<file path="config.mk">
export PLATFORM = sky130hd
export DESIGN_NAME = adder_share_ctrl_flat
export DESIGN_NICKNAME = d
export VERILOG_FILES = /design/src/rtl/adder_share_ctrl_pkg.sv /design/src/rtl/adder_share_ctrl_if.sv /design/src/rtl/adder_share_ctrl_rr_arbiter.sv /design/src/rtl/adder_share_ctrl.sv /design/src/flat_wrapper.sv
export SDC_FILE = /design/constraint.sdc
export NUM_CORES = 1
export LEC_CHECK = 0
export ABC_AREA = 1
export CORE_ASPECT_RATIO = 0.9
export CORE_MARGIN = 10
export CORE_UTILIZATION = 38
export CTS_CLUSTER_DIAMETER = 120
export CTS_CLUSTER_SIZE = 40
export DETAILED_ROUTE_END_ITERATION = 12
export PLACE_DENSITY = 0.85
export SLEW_MARGIN = 20
export SYNTH_ARGS = -nofsm -noshare
export SYNTH_HDL_FRONTEND = slang
export SYNTH_SLANG_ARGS = --single-unit
</file>
<file path="constraint.sdc">
create_clock -name clk -period 1.29 [get_ports clk]
set_clock_uncertainty 0.15 [all_clocks]
set_input_delay 0.258 -clock clk [delete_from_list [all_inputs] [get_ports clk]]
set_output_delay 0.258 -clock clk [all_outputs]
set_load 0.1 [all_outputs]
</file>
<file path="src/rtl/adder_share_ctrl_pkg.sv">
// Shared types and constants for the adder-sharing controller.
package adder_share_ctrl_pkg;

  typedef enum logic [2:0] {
    ST_CFG,
    ST_IDLE,
    ST_ISSUE,
    ST_WAIT,
    ST_RESP
  } state_t;

  localparam logic [2:0] DES_ADDR_CTRL   = 3'd0;
  localparam logic [2:0] DES_ADDR_OFFSET = 3'd1;

  // Width needed to hold 0..n-1, never less than one bit.
  function automatic int clog2_min1(input int n);
    return (n > 1) ? $clog2(n) : 1;
  endfunction

endpackage

</file>
<file path="src/rtl/adder_share_ctrl_if.sv">
// Requester-side bus: operand requests in, results out.
// Operand slices are packed 8 bits per requester, slice i = requester i.
interface adder_share_ctrl_if #(
  parameter int NREQ = 2
);
  logic [NREQ-1:0]   req_valid;
  logic [NREQ-1:0]   req_ready;
  logic [8*NREQ-1:0] req_a;
  logic [8*NREQ-1:0] req_b;
  logic [NREQ-1:0]   req_cin;
  logic [NREQ-1:0]   rsp_valid;
  logic [NREQ-1:0]   rsp_ready;
  logic [7:0]        rsp_sum;
  logic              rsp_carry;
  logic              rsp_err;

  // Client side.
  modport master (
    output req_valid, req_a, req_b, req_cin, rsp_ready,
    input  req_ready, rsp_valid, rsp_sum, rsp_carry, rsp_err
  );

  // Controller side.
  modport slave (
    input  req_valid, req_a, req_b, req_cin, rsp_ready,
    output req_ready, rsp_valid, rsp_sum, rsp_carry, rsp_err
  );
endinterface

</file>
<file path="src/rtl/adder_share_ctrl_rr_arbiter.sv">
// Round-robin grant: first set request bit at or after ptr, wrapping.
module adder_share_ctrl_rr_arbiter #(
  parameter int NREQ = 2,
  parameter int IDXW = 1
) (
  input  logic [NREQ-1:0] req,
  input  logic [IDXW-1:0] ptr,
  output logic [NREQ-1:0] grant,
  output logic [IDXW-1:0] grant_idx,
  output logic            any
);

  logic [NREQ-1:0] scan;
  logic [IDXW:0]   pos;

  // Rotate so ptr lands at bit 0, then take the lowest set bit and map it back.
  always_comb begin
    scan      = NREQ'({req, req} >> ptr);
    pos       = '0;
    grant_idx = '0;
    any       = 1'b0;
    for (int k = 0; k < NREQ; k++) begin
      if (!any && scan[0]) begin
        pos = {1'b0, ptr} + (IDXW+1)'(k);
        if (pos >= (IDXW+1)'(NREQ)) begin
          pos = pos - (IDXW+1)'(NREQ);
        end
        grant_idx = pos[IDXW-1:0];
        any       = 1'b1;
      end
      scan = scan >> 1;
    end
  end

  for (genvar gi = 0; gi < NREQ; gi++) begin : g_grant
    assign grant[gi] = any && (grant_idx == IDXW'(gi));
  end

endmodule

</file>
<file path="src/rtl/adder_share_ctrl.sv">
// Owns a single 8-bit adder: programs its control register once after reset,
// then serves one round-robin-selected requester at a time, returning the
// sum/carry or a timeout error.
module adder_share_ctrl
  import adder_share_ctrl_pkg::*;
#(
  parameter int         NREQ     = 2,
  parameter logic [7:0] CFG_CTRL = 8'h01,
  parameter int         TIMEOUT  = 16
) (
  input  logic                clk,
  input  logic                reset,
  adder_share_ctrl_if.slave   req_bus,
  output logic                cfg_done,
  output logic                dut_data_val,
  output logic [7:0]          dut_value_a,
  output logic [7:0]          dut_value_b,
  output logic                dut_c_in,
  input  logic                dut_data_ready,
  input  logic [7:0]          dut_sum,
  input  logic                dut_carry,
  output logic                dut_des_req_valid,
  output logic                dut_des_wr_rd,
  output logic [2:0]          dut_des_address,
  output logic [7:0]          dut_des_value
);

  localparam int IDXW = clog2_min1(NREQ);
  localparam int CW   = clog2_min1(TIMEOUT);

  state_t            state_reg;
  logic [IDXW-1:0]   rr_ptr_reg;
  logic [IDXW-1:0]   grant_idx_reg;
  logic [NREQ-1:0]   grant_oh_reg;
  logic [CW-1:0]     cnt_reg;
  logic              data_val_reg;
  logic [7:0]        a_reg;
  logic [7:0]        b_reg;
  logic              cin_reg;
  logic [NREQ-1:0]   rsp_valid_reg;
  logic [7:0]        rsp_sum_reg;
  logic              rsp_carry_reg;
  logic              rsp_err_reg;
  logic              cfg_done_reg;
  logic              des_valid_reg;
  logic              des_wr_reg;
  logic [2:0]        des_addr_reg;
  logic [7:0]        des_value_reg;

  logic [NREQ-1:0]   arb_grant;
  logic [IDXW-1:0]   arb_idx;
  logic              arb_any;

  adder_share_ctrl_rr_arbiter #(
    .NREQ (NREQ),
    .IDXW (IDXW)
  ) u_arb (
    .req       (req_bus.req_valid),
    .ptr       (rr_ptr_reg),
    .grant     (arb_grant),
    .grant_idx (arb_idx),
    .any       (arb_any)
  );

  // Accept is a same-cycle handshake, so req_ready follows the live grant in IDLE.
  assign req_bus.req_ready = (state_reg == ST_IDLE && !reset) ? arb_grant : '0;
  assign req_bus.rsp_valid = rsp_valid_reg;
  assign req_bus.rsp_sum   = rsp_sum_reg;
  assign req_bus.rsp_carry = rsp_carry_reg;
  assign req_bus.rsp_err   = rsp_err_reg;

  assign cfg_done          = cfg_done_reg;
  assign dut_data_val      = data_val_reg;
  assign dut_value_a       = a_reg;
  assign dut_value_b       = b_reg;
  assign dut_c_in          = cin_reg;
  assign dut_des_req_valid = des_valid_reg;
  assign dut_des_wr_rd     = des_wr_reg;
  assign dut_des_address   = des_addr_reg;
  assign dut_des_value     = des_value_reg;

  // Controller FSM. CFG spends one cycle loading the Des write registers and
  // one cycle presenting them, so the write is visible for exactly one cycle
  // and IDLE starts with cfg_done already high.
  always_ff @(posedge clk) begin
    if (reset) begin
      state_reg     <= ST_CFG;
      rr_ptr_reg    <= '0;
      grant_idx_reg <= '0;
      grant_oh_reg  <= '0;
      cnt_reg       <= '0;
      data_val_reg  <= 1'b0;
      a_reg         <= '0;
      b_reg         <= '0;
      cin_reg       <= 1'b0;
      rsp_valid_reg <= '0;
      rsp_sum_reg   <= '0;
      rsp_carry_reg <= 1'b0;
      rsp_err_reg   <= 1'b0;
      cfg_done_reg  <= 1'b0;
      des_valid_reg <= 1'b0;
      des_wr_reg    <= 1'b0;
      des_addr_reg  <= '0;
      des_value_reg <= '0;
    end else begin
      case (state_reg)
        ST_CFG: begin
          if (!des_valid_reg) begin
            des_valid_reg <= 1'b1;
            des_wr_reg    <= 1'b1;
            des_addr_reg  <= DES_ADDR_CTRL;
            des_value_reg <= CFG_CTRL;
          end else begin
            des_valid_reg <= 1'b0;
            des_wr_reg    <= 1'b0;
            des_addr_reg  <= '0;
            des_value_reg <= '0;
            cfg_done_reg  <= 1'b1;
            state_reg     <= ST_IDLE;
          end
        end
        ST_IDLE: begin
          if (arb_any) begin
            grant_idx_reg <= arb_idx;
            grant_oh_reg  <= arb_grant;
            a_reg         <= req_bus.req_a[{arb_idx, 3'b000} +: 8];
            b_reg         <= req_bus.req_b[{arb_idx, 3'b000} +: 8];
            cin_reg       <= req_bus.req_cin[arb_idx];
            data_val_reg  <= 1'b1;
            state_reg     <= ST_ISSUE;
          end
        end
        ST_ISSUE: begin
          data_val_reg <= 1'b0;
          cnt_reg      <= '0;
          state_reg    <= ST_WAIT;
        end
        ST_WAIT: begin
          if (dut_data_ready) begin
            rsp_sum_reg   <= dut_sum;
            rsp_carry_reg <= dut_carry;
            rsp_err_reg   <= 1'b0;
            rsp_valid_reg <= grant_oh_reg;
            state_reg     <= ST_RESP;
          end else if (cnt_reg == CW'(TIMEOUT - 1)) begin
            rsp_sum_reg   <= '0;
            rsp_carry_reg <= 1'b0;
            rsp_err_reg   <= 1'b1;
            rsp_valid_reg <= grant_oh_reg;
            state_reg     <= ST_RESP;
          end else begin
            cnt_reg <= cnt_reg + CW'(1);
          end
        end
        ST_RESP: begin
          // Only the winner's rsp_ready retires the response.
          if (|(req_bus.rsp_ready & grant_oh_reg)) begin
            rsp_valid_reg <= '0;
            rsp_sum_reg   <= '0;
            rsp_carry_reg <= 1'b0;
            rsp_err_reg   <= 1'b0;
            if (grant_idx_reg == IDXW'(NREQ - 1)) begin
              rr_ptr_reg <= '0;
            end else begin
              rr_ptr_reg <= grant_idx_reg + IDXW'(1);
            end
            state_reg <= ST_IDLE;
          end
        end
        default: state_reg <= ST_CFG;
      endcase
    end
  end

endmodule

</file>
<file path="src/flat_wrapper.sv">
// flat-port wrapper written by rule: the top's interface ports become plain ports
module adder_share_ctrl_flat import adder_share_ctrl_pkg::*;
#(
  parameter int         NREQ     = 2,
  parameter logic [7:0] CFG_CTRL = 8'h01,
  parameter int         TIMEOUT  = 16
)
  (clk, reset, cfg_done, dut_data_val, dut_value_a, dut_value_b, dut_c_in, dut_data_ready, dut_sum, dut_carry, dut_des_req_valid, dut_des_wr_rd, dut_des_address, dut_des_value, req_bus_req_valid, req_bus_req_a, req_bus_req_b, req_bus_req_cin, req_bus_rsp_ready, req_bus_req_ready, req_bus_rsp_valid, req_bus_rsp_sum, req_bus_rsp_carry, req_bus_rsp_err);
  adder_share_ctrl_if #(.NREQ(NREQ)) req_bus_i ();
  input  logic clk;
  input  logic reset;
  output logic cfg_done;
  output logic dut_data_val;
  output logic [7:0] dut_value_a;
  output logic [7:0] dut_value_b;
  output logic dut_c_in;
  input  logic dut_data_ready;
  input  logic [7:0] dut_sum;
  input  logic dut_carry;
  output logic dut_des_req_valid;
  output logic dut_des_wr_rd;
  output logic [2:0] dut_des_address;
  output logic [7:0] dut_des_value;
  input wire logic [$bits(req_bus_i.req_valid)-1:0] req_bus_req_valid;
  input wire logic [$bits(req_bus_i.req_a)-1:0] req_bus_req_a;
  input wire logic [$bits(req_bus_i.req_b)-1:0] req_bus_req_b;
  input wire logic [$bits(req_bus_i.req_cin)-1:0] req_bus_req_cin;
  input wire logic [$bits(req_bus_i.rsp_ready)-1:0] req_bus_rsp_ready;
  output wire logic [$bits(req_bus_i.req_ready)-1:0] req_bus_req_ready;
  output wire logic [$bits(req_bus_i.rsp_valid)-1:0] req_bus_rsp_valid;
  output wire logic [$bits(req_bus_i.rsp_sum)-1:0] req_bus_rsp_sum;
  output wire logic [$bits(req_bus_i.rsp_carry)-1:0] req_bus_rsp_carry;
  output wire logic [$bits(req_bus_i.rsp_err)-1:0] req_bus_rsp_err;
  assign req_bus_i.req_valid = req_bus_req_valid;
  assign req_bus_i.req_a = req_bus_req_a;
  assign req_bus_i.req_b = req_bus_req_b;
  assign req_bus_i.req_cin = req_bus_req_cin;
  assign req_bus_i.rsp_ready = req_bus_rsp_ready;
  assign req_bus_req_ready = req_bus_i.req_ready;
  assign req_bus_rsp_valid = req_bus_i.rsp_valid;
  assign req_bus_rsp_sum = req_bus_i.rsp_sum;
  assign req_bus_rsp_carry = req_bus_i.rsp_carry;
  assign req_bus_rsp_err = req_bus_i.rsp_err;
  adder_share_ctrl #(.NREQ(NREQ), .CFG_CTRL(CFG_CTRL), .TIMEOUT(TIMEOUT)) u_core (.clk(clk), .reset(reset), .req_bus(req_bus_i), .cfg_done(cfg_done), .dut_data_val(dut_data_val), .dut_value_a(dut_value_a), .dut_value_b(dut_value_b), .dut_c_in(dut_c_in), .dut_data_ready(dut_data_ready), .dut_sum(dut_sum), .dut_carry(dut_carry), .dut_des_req_valid(dut_des_req_valid), .dut_des_wr_rd(dut_des_wr_rd), .dut_des_address(dut_des_address), .dut_des_value(dut_des_value));
endmodule
</file>
==> impl_results.md, run 1 <==
- Antenna-violating nets left: 0
- RSZ-0062 raised after global routing: yes
- Worst-path clk slew: 80 ps
- Final Max Tran Viols: 0
- CP Data Arrival Time: 1420 ps
- YS warnings: 0
- Layout Cells excl Fill: 522
- Xor-xnor portion of the synthesized cell area: 0.399%
- Port bufs: 85
- Post-route setup slack: -536 ps
- Most frequent cells in the layout: 68 x nand2_1, 46 x nor2_1, 45 x clkdlybuf4s50_1
- Area growth, synth to finish: 106%
- Placed cell areas: 0.00365 mm²
- Max-Cap Viols: 0
- Num rows: 26
- Main combinational cell family by area after synthesis: simple AND/OR/NAND/NOR gates
- Data required, critical path: 880 ps
- First-pass GRT wire length: ~13000 µm
- Status: finished, violations left
- Hold Path Class: flip-flop to flip-flop
- Worst setup SP type: flip-flop
- Synth Area in Simple Gates: 36.1%
- Worst-Skew Late Latency: about 300 ps
- Filler Cell Count: 341
- Layout cells sized above 1: 50.2%
- Detailed Route Iter0 Violations: between 100 and 150
- Kind of critical path: flip-flop to primary output
- Failing checks: negative setup slack
- Final number of hold-violating endpoints: 0
- Clock buffer count from CTS: 5
- Final min period: around 1800 ps
- Synth Register Bits: 43
- DP HPWL: 5170 µm
- CTS max path bufs: 2
- Critical Path End Type: primary output
- Final WL: 9360 µm
- Diodes inserted: 0
- Fmax: 547 MHz
- Syn_area_per_cell: 6.82 µm²
- Initial DRT Pass Iterations: 4
- I/O pins: 96
- Gr usage total: 16.7%
- TritonCTS clock tree: done
- DRC Markers: 0
- Vias per cell: between 5 and 6
- Vias: 2669
- Sequential cell area fraction in the yosys report: between 30% and 40%
- H-Tree Depth: 2
- Mux contribution to synthesized area: 0%
- Commonest non-fill, non-tap cell in the layout: nand2_1
- Power density over cell area: 2010 mW/mm²
- Antenna violations before repair: 0
- Non-Filler Cell Area, Final: 0.00452 mm²
- Pre-CTS setup slack: -595 ps
- Clock Sink Count: 43
- Tot Pwr: around 9 mW
- Die Ht: 92.1 µm
- Area share of fa/ha/maj cells after synthesis: 0.569%
- Worst-path fanout max: 2
- Vias in the first global route: 2645
- Die outline width: 100 µm
- Cell count after synthesis: around 320
- Gpl congestion: around 0.75
- Worst hold slack: between 300 and 400 ps
- Worst vdd ir: 1.32 mV
- Clock Tree Root: clkbuf_8
- Final setup fails: 47
- Leak Pwr: 1.91 nW
- Hold Buf Count CTS: 0
- Synth Area in Compound Gates: 11.0%
- Final Cycle Share: 142%
- DR WL/cell: 17.9 µm
- DP Cell Count: 489
- Largest net degree at the start of global routing: 21
- Net count, final: 502
- Initial core utilization: 39.0%
- Synth unique cells: 28
- CORE AREA: 0.00563 mm²
- Die ar.: 0.00923 mm²
- Post-Syn Area: 0.00220 mm²
- Grt ovf: 0
Yosys cell counts:
library cell / n / share of area [%]
a21oi_1: 24 / 5.5
a31oi_1: 1 / 0.28
buf_2: 1 / 0.23
buf_4: 18 / 6.2
buf_6: 5 / 2.6
clkbuf_1: 4 / 0.68
clkbuf_4: 1 / 0.34
conb_1: 1 / 0.17
dfxtp_1: 43 / 39
ha_1: 1 / 0.57
inv_1: 12 / 2.0
inv_2: 3 / 0.51
nand2_1: 90 / 15
nand2_2: 5 / 1.4
nand3_1: 24 / 5.5
nand3_2: 1 / 0.46
nand3_4: 1 / 0.80
nand4_1: 4 / 1.1
nor2_1: 56 / 9.6
nor2_2: 1 / 0.28
nor2_8: 1 / 0.91
nor3_1: 1 / 0.23
nor3_2: 1 / 0.46
o21a_1: 1 / 0.34
o21ai_0: 18 / 4.1
o21ai_1: 2 / 0.46
o21ai_2: 1 / 0.40
xnor2_1: 1 / 0.40
cell families (layout without fill, tap and decap cells):
family          after synthesis  in the layout
buf+inv                      44            162
compound gates               47             47
other cells                   1             10
simple gates                185            188
fa+ha+maj                     1              1
xor+xnor                      1              1
flops                        43             43
through the flow:
step	setup TNS [ps]	utilization [%]
5_1_grt	-9460	80.4
6_report	-7030	80.4
3_3_place_gp	-17660	64.9
4_1_cts	-4310	72.3
2_1_floorplan	-1450	-
3_5_place_dp	-19040	64.9
area by class of cell:
| cell class | count | area, µm² | area share (%) |
|---|---|---|---|
| timing repair buffer | 139 | 1820 | 40.3 |
| multi-input combinational | 247 | 1550 | 34.2 |
| sequential | 43 | 916 | 20.2 |
| tap | 70 | 87.6 | 1.94 |
| clock buffer | 6 | 72.6 | 1.60 |
| inverter | 15 | 62.6 | 1.38 |
| clock inverter | 2 | 12.5 | 0.277 |
metal layers:
| metal | track usage [%] | up-vias | share of wire, % |
|---|---|---|---|
| met2 | 31.3 | 112 | 53 |
| met3 | 6.23 | 31 | 7.4 |
| met1 | 16.2 | 1253 | 36 |
| met5 | 0 | - | 0 |
| li1 | - | 1273 | - |
| met4 | 5.88 | 0 | 3.5 |
critical path: stages (launching register included):
cell     delay [ps]
dfxtp_2         340
inv_2            50
nor2_4          110
nand2_4          80
buf_6           130
nor3_4          210
buf_12          200
worst paths after layout:
kind / cells after the start / slack [ps] / endpoint / startpoint
max reg2reg: 9 / -270 / u_core.req_bus.rsp_sum[6] / u_core.state_reg[0]
min: 1 / 320 / u_core.rr_ptr_reg / u_core.grant_idx_reg
min reg2reg: 1 / 320 / u_core.rr_ptr_reg / u_core.grant_idx_reg
max: 6 / -540 / req_bus_req_ready[1] / u_core.state_reg[0]
power breakdown:
part           switching (mW)  leakage, nW  internal [mW]  total (mW)
logic                    3.79         1.50           2.37        6.16
clock network           0.492       0.0412          0.379       0.871
registers               0.346        0.368           1.71        2.05
what timing repair did:
action / in CTS / in global routing
setup buffers: 14 / 10
gates resized for setup: 45 / 99
pin swaps: 32 / 50
setup endpoints to repair: 48 / 49
cloned: 6 / 4
(Power assumes the default switching activity.)
==> run 2, diff against run 1 <==
--- a/config.mk
+++ b/config.mk
@@ -6,7 +6,7 @@
 export NUM_CORES = 1
 export LEC_CHECK = 0
 export ABC_AREA = 1
-export CORE_ASPECT_RATIO = 0.9
+export CORE_ASPECT_RATIO = 1.1
 export CORE_MARGIN = 10
 export CORE_UTILIZATION = 38
 export CTS_CLUSTER_DIAMETER = 120
==> impl_results.md, run 2 (same netlist as run 1, synthesis figures left out) <==
- Pre-CTS setup slack: -572 ps
- Worst vdd ir: 1.67 mV
- Gr usage total: roughly 15%
- Final Cycle Share: 142%
- Clock Sink Count: 43
- Post-route setup slack: -541 ps
- Antenna violations before repair: 0
- Worst r2r path cells: 8
- DR WL/cell: around 15 µm
- RSZ-0062 raised after global routing: yes
- DRC Markers: 0
- Die ar.: 0.00923 mm²
- H-Tree Depth: 2
- Critical Path End Type: primary output
- Power density over cell area: 2070 mW/mm²
- DP Cell Count: 490
- Largest net degree at the start of global routing: 21
- Reg-to-Reg End: u_core.req_bus.rsp_sum[7]
- Hold Path Class: flip-flop to flip-flop
- Vias: ~2500
- DP HPWL: 5310 µm
- Num rows: 28
- R2r startpoint: u_core.state_reg[0]
- CP Data Arrival Time: 1420 ps
- Die Ht: 99.8 µm
- Layout cells sized above 1: around a third
- Detailed Route Iter0 Violations: 119
- Port bufs: 85
- Net count, final: between 400 and 500
- Gpl congestion: 0.781
- I/O pins: 96
- Area growth, synth to finish: 80.7%
- Most frequent cells in the layout: 86 x nand2_1, 52 x nor2_1, 46 x clkdlybuf4s50_1
- Worst R2R Setup Slack: -280 ps
- Hold Crit Start: u_core.grant_idx_reg
- Vias per cell: between 4 and 5
- Tot Pwr: 8.21 mW
- CTS max path bufs: 2
- Commonest non-fill, non-tap cell in the layout: nand2_1
- Diodes inserted: 0
- Filler Cell Count: between 300 and 400
- Fmax: between 500 and 600 MHz
- Max-Cap Viols: 0
- Worst-path fanout max: 2
- Failing checks: negative setup slack
- Most used routing layer: met2
- Worst setup SP type: flip-flop
- Met2 Track Usage GR: 30.1%
- Final setup fails: 45
- Final min period: 1830 ps
- Worst-Skew Late Latency: 300 ps
- Final number of hold-violating endpoints: 0
- Grt ovf: 0
- Kind of critical path: flip-flop to primary output
- Multi-input logic area: 0.00128 mm²
- Layout Cells excl Fill: a little over 500
- Initial core utilization: 39.9%
- GR Util met3: 4.81%
- Hold depth: 1
- Leak Pwr: 1.70 nW
- Register area: 911 µm²
- Antenna-violating nets left: 0
- Clock Tree Root: clkbuf_8
- Clock buffer count from CTS: 5
- GRT met1 Usage: 14.6%
- Initial DRT Pass Iterations: 4
- TritonCTS clock tree: done
- First-pass GRT wire length: 11600 µm
- Final Max Tran Viols: 0
- Final Util: 72.2%
- Worst hold slack: 264 ps
- CORE AREA: 0.00550 mm²
- Vias in the first global route: 2464
- Worst-path clk slew: 90 ps
- Hold worst-path end: u_core.rr_ptr_reg
- Data required, critical path: between 800 and 900 ps
- Final WL: 7610 µm
- Die outline width: 92.5 µm
- Status: finished, violations left
run 2: changes by cell type in the layout (fill, tap and decap cells not counted), moves of 8 or more:
cell and change:
buf_6 -8, a21oi_1 +13, nand2_2 -12, nand2_1 +18
o21ai_0 +9, a21oi_2 -13, nand3_1 +12, nand3_2 -9
run 2: worst max path at each step:
stage,from,to
floorplan,u_core.state_reg[0],req_bus_req_ready[0]
global placement,req_bus_req_valid[1],req_bus_req_ready[0]
detailed placement,req_bus_req_valid[1],req_bus_req_ready[0]
CTS,u_core.state_reg[0],req_bus_req_ready[0]
global route,u_core.state_reg[0],req_bus_req_ready[0]
finish,u_core.state_reg[0],req_bus_req_ready[0]
run 2: routing by layer:
metal | vias to the layer above | routed length, µm | share of wire, %
met5 | - | 0 | 0
met4 | 0 | 102 | 1.3
met3 | 12 | 477 | 6.3
met2 | 80 | 4330 | 57
met1 | 1146 | 2700 | 35
li1 | 1232 | - | -
run 2: cell type report:
cell class,instances,share of cell area [%]
timing repair buffer,120,38.9
multi-input combinational,246,32.3
sequential,43,22.9
tap,75,2.36
clock buffer,6,1.83
inverter,15,1.42
clock inverter,2,0.315
run 2: worst max-delay path, stage by stage (launching register included):
cell,delay [ps]
dfxtp_2,340
inv_2,40
nor2_2,90
nand2_2,90
nor2_4,100
inv_2,50
nor3_4,200
buf_12,200
run 2: repair_timing:
action,CTS,global route
hold buffers,0,0
pin swaps,11,5
endpoints found under the setup margin,48,47
gates resized for setup,25,14
buffers inserted,5,3
cloned,3,0
run 2: stage by stage:
| step | TNS [ps] | cell area, µm² |
|---|---|---|
| CTS | -5260 | 3880 |
| global placement | -17410 | 3630 |
| detailed placement | -18890 | 3630 |
| finish | -6520 | 3970 |
| floorplan | -1450 | 2320 |
| global route | -9420 | 3970 |
run 2: power by group:
part | total, mW | switching [mW] | internal [mW]
sequential | 2.02 | 0.318 | 1.71
combinational | 5.32 | 3.39 | 1.94
clock | 0.861 | 0.482 | 0.379
total | 8.21 | 4.19 | 4.02
==> run 3, diff against run 2 <==
--- a/config.mk
+++ b/config.mk
@@ -12,8 +12,9 @@
 export CTS_CLUSTER_DIAMETER = 120
 export CTS_CLUSTER_SIZE = 40
 export DETAILED_ROUTE_END_ITERATION = 12
+export GPL_TIMING_DRIVEN = 1
 export PLACE_DENSITY = 0.85
-export SLEW_MARGIN = 20
+export SKIP_LAST_GASP = 1
 export SYNTH_ARGS = -nofsm -noshare
 export SYNTH_HDL_FRONTEND = slang
 export SYNTH_SLANG_ARGS = --single-unit
==> impl_results.md, run 3 (same netlist as run 1, synthesis figures left out) <==
- Final Cycle Share: 142%
- Detailed Route Iter0 Violations: 119
- Tot Pwr: 8.21 mW
- Most frequent CP cell: inv_2
- Initial DRT Pass Iterations: 4
- Final min period: between 1500 and 2000 ps
- Slowest-stage cell, CP: dfxtp_2
- Gr usage total: approximately 15%
- Critical Path End Type: primary output
- CP Data Arrival Time: 1420 ps
- Fmax: 546 MHz
- Net count, final: 482
- Kind of critical path: flip-flop to primary output
- Max-Cap Viols: 0
- H-Tree Depth: 2
- CTS max path bufs: 2
- Hold Path Class: flip-flop to flip-flop
- Antenna-violating nets left: 0
- Failing checks: negative setup slack
- Largest net degree at the start of global routing: 21
- Layout cells sized above 1: 35.0%
- Power density over cell area: 2070 mW/mm²
- DRC Markers: 0
- Final Max Tran Viols: 0
- Clock buffer count from CTS: 5
- Buf+Inv Stages, Crit Path: 3
- Clock Sink Count: 43
- RSZ-0062 raised after global routing: yes
- I/O pins: 96
- Final WL: roughly 7600 µm
- DP HPWL: 5310 µm
- CP peak stage delay: 340 ps
- Initial core utilization: 39.9%
- Clock Tree Root: clkbuf_8
- Commonest non-fill, non-tap cell in the layout: nand2_1
- Filler Cell Count: 395
- Vias per cell: 4.89
- DR WL/cell: 15.0 µm
- Vias: 2481
- Final setup fails: 45
- Most frequent cells in the layout: 86 x nand2_1, 52 x nor2_1, 46 x clkdlybuf4s50_1
- Leak Pwr: 1.70 nW
- Die ar.: 0.00923 mm²
- Worst-Skew Late Latency: approximately 300 ps
- Die Ht: 99.8 µm
- Crit-path cells: inv_2 > nor2_2 > nand2_2 > nor2_4 > inv_2 > nor3_4 > buf_12
- Vias in the first global route: 2464
- Final Util: between 70 and 80%
- Antenna violations before repair: 0
- Worst setup SP type: flip-flop
- TritonCTS clock tree: done
- Status: finished, violations left
- Grt ovf: 0
- Diodes inserted: 0
- CORE AREA: 0.00550 mm²
- Post-route setup slack: -541 ps
- Worst vdd ir: 1.67 mV
- Hold Buf Count CTS: 0
- Layout Cells excl Fill: 507
- First-pass GRT wire length: 11600 µm
- Area growth, synth to finish: 80.7%
- Worst hold slack: 264 ps
- Worst-path clk slew: 90 ps
- Cell family with most CP delay: simple AND/OR/NAND/NOR gates
- Num rows: 28
- DP Cell Count: 490
- Worst-path fanout max: 2
- Data required, critical path: 880 ps
- Port bufs: 85
- Final number of hold-violating endpoints: 0
- Die outline width: 92.5 µm
- Gpl congestion: 0.781
==> run 3: per-stage QoR <==
| step | instance area, µm² | worst slack [ps] | setup TNS (ps) |
|---|---|---|---|
| finish | 3970 | -541 | -6620 |
| global placement | 3630 | -556 | -17410 |
| global route | 3970 | -602 | -9440 |
| CTS | 3880 | -539 | -5260 |
| detailed placement | 3630 | -572 | -18890 |
| floorplan | 2320 | -822 | -1450 |
==> run 3: final cells by class <==
| cell class | count | area [µm²] | share of cell area, % |
|---|---|---|---|
| clock inverters | 2 | 12.5 | 0.315 |
| flip-flops and latches | 43 | 911 | 22.9 |
| clock buffers | 6 | 72.6 | 1.83 |
| well taps | 75 | 93.8 | 2.36 |
| inverters | 15 | 56.3 | 1.42 |
| repair buffers | 120 | 1540 | 38.9 |
| multi-input cells | 246 | 1280 | 32.3 |
==> run 3: timing repair <==
item                       in CTS  in global routing
pin swaps                      11                  5
buffers inserted                5                  3
gates cloned                    3                  0
resized for setup              25                 13
setup endpoints to repair      48                 47
==> run 3: path summary, 6_finish.rpt <==
| check | startpoint | to | slack [ps] | cells after the start |
|---|---|---|---|---|
| max | u_core.state_reg[0] | req_bus_req_ready[0] | -540 | 7 |
| min | u_core.grant_idx_reg | u_core.rr_ptr_reg | 260 | 1 |
| max reg2reg | u_core.state_reg[0] | u_core.req_bus.rsp_sum[7] | -280 | 8 |
| min reg2reg | u_core.grant_idx_reg | u_core.rr_ptr_reg | 260 | 1 |
==> run 3: worst reg2reg max path, delay by kind of cell, from the launching register on <==
| family | cells | cell delay [ps] |
|---|---|---|
| AOI/OAI and AO/OA | 1 | 60 |
| and+or+nand+nor | 4 | 450 |
| buffers and inverters | 3 | 490 |
| DFF | 1 | 340 |
==> run 3: layer usage <==
metal	global-route usage [%]	vias to the layer above	wire, µm
li1	-	1231	-
met1	14.6	1146	2610
met2	30.1	86	4310
met3	4.81	18	529
met4	4.87	0	146
met5	0	-	0
==> run 3: report_power, final <==
part	switching, mW	internal (mW)
Combinational	3.39	1.94
Sequential	0.318	1.71
Clock	0.483	0.379
Total	4.19	4.02
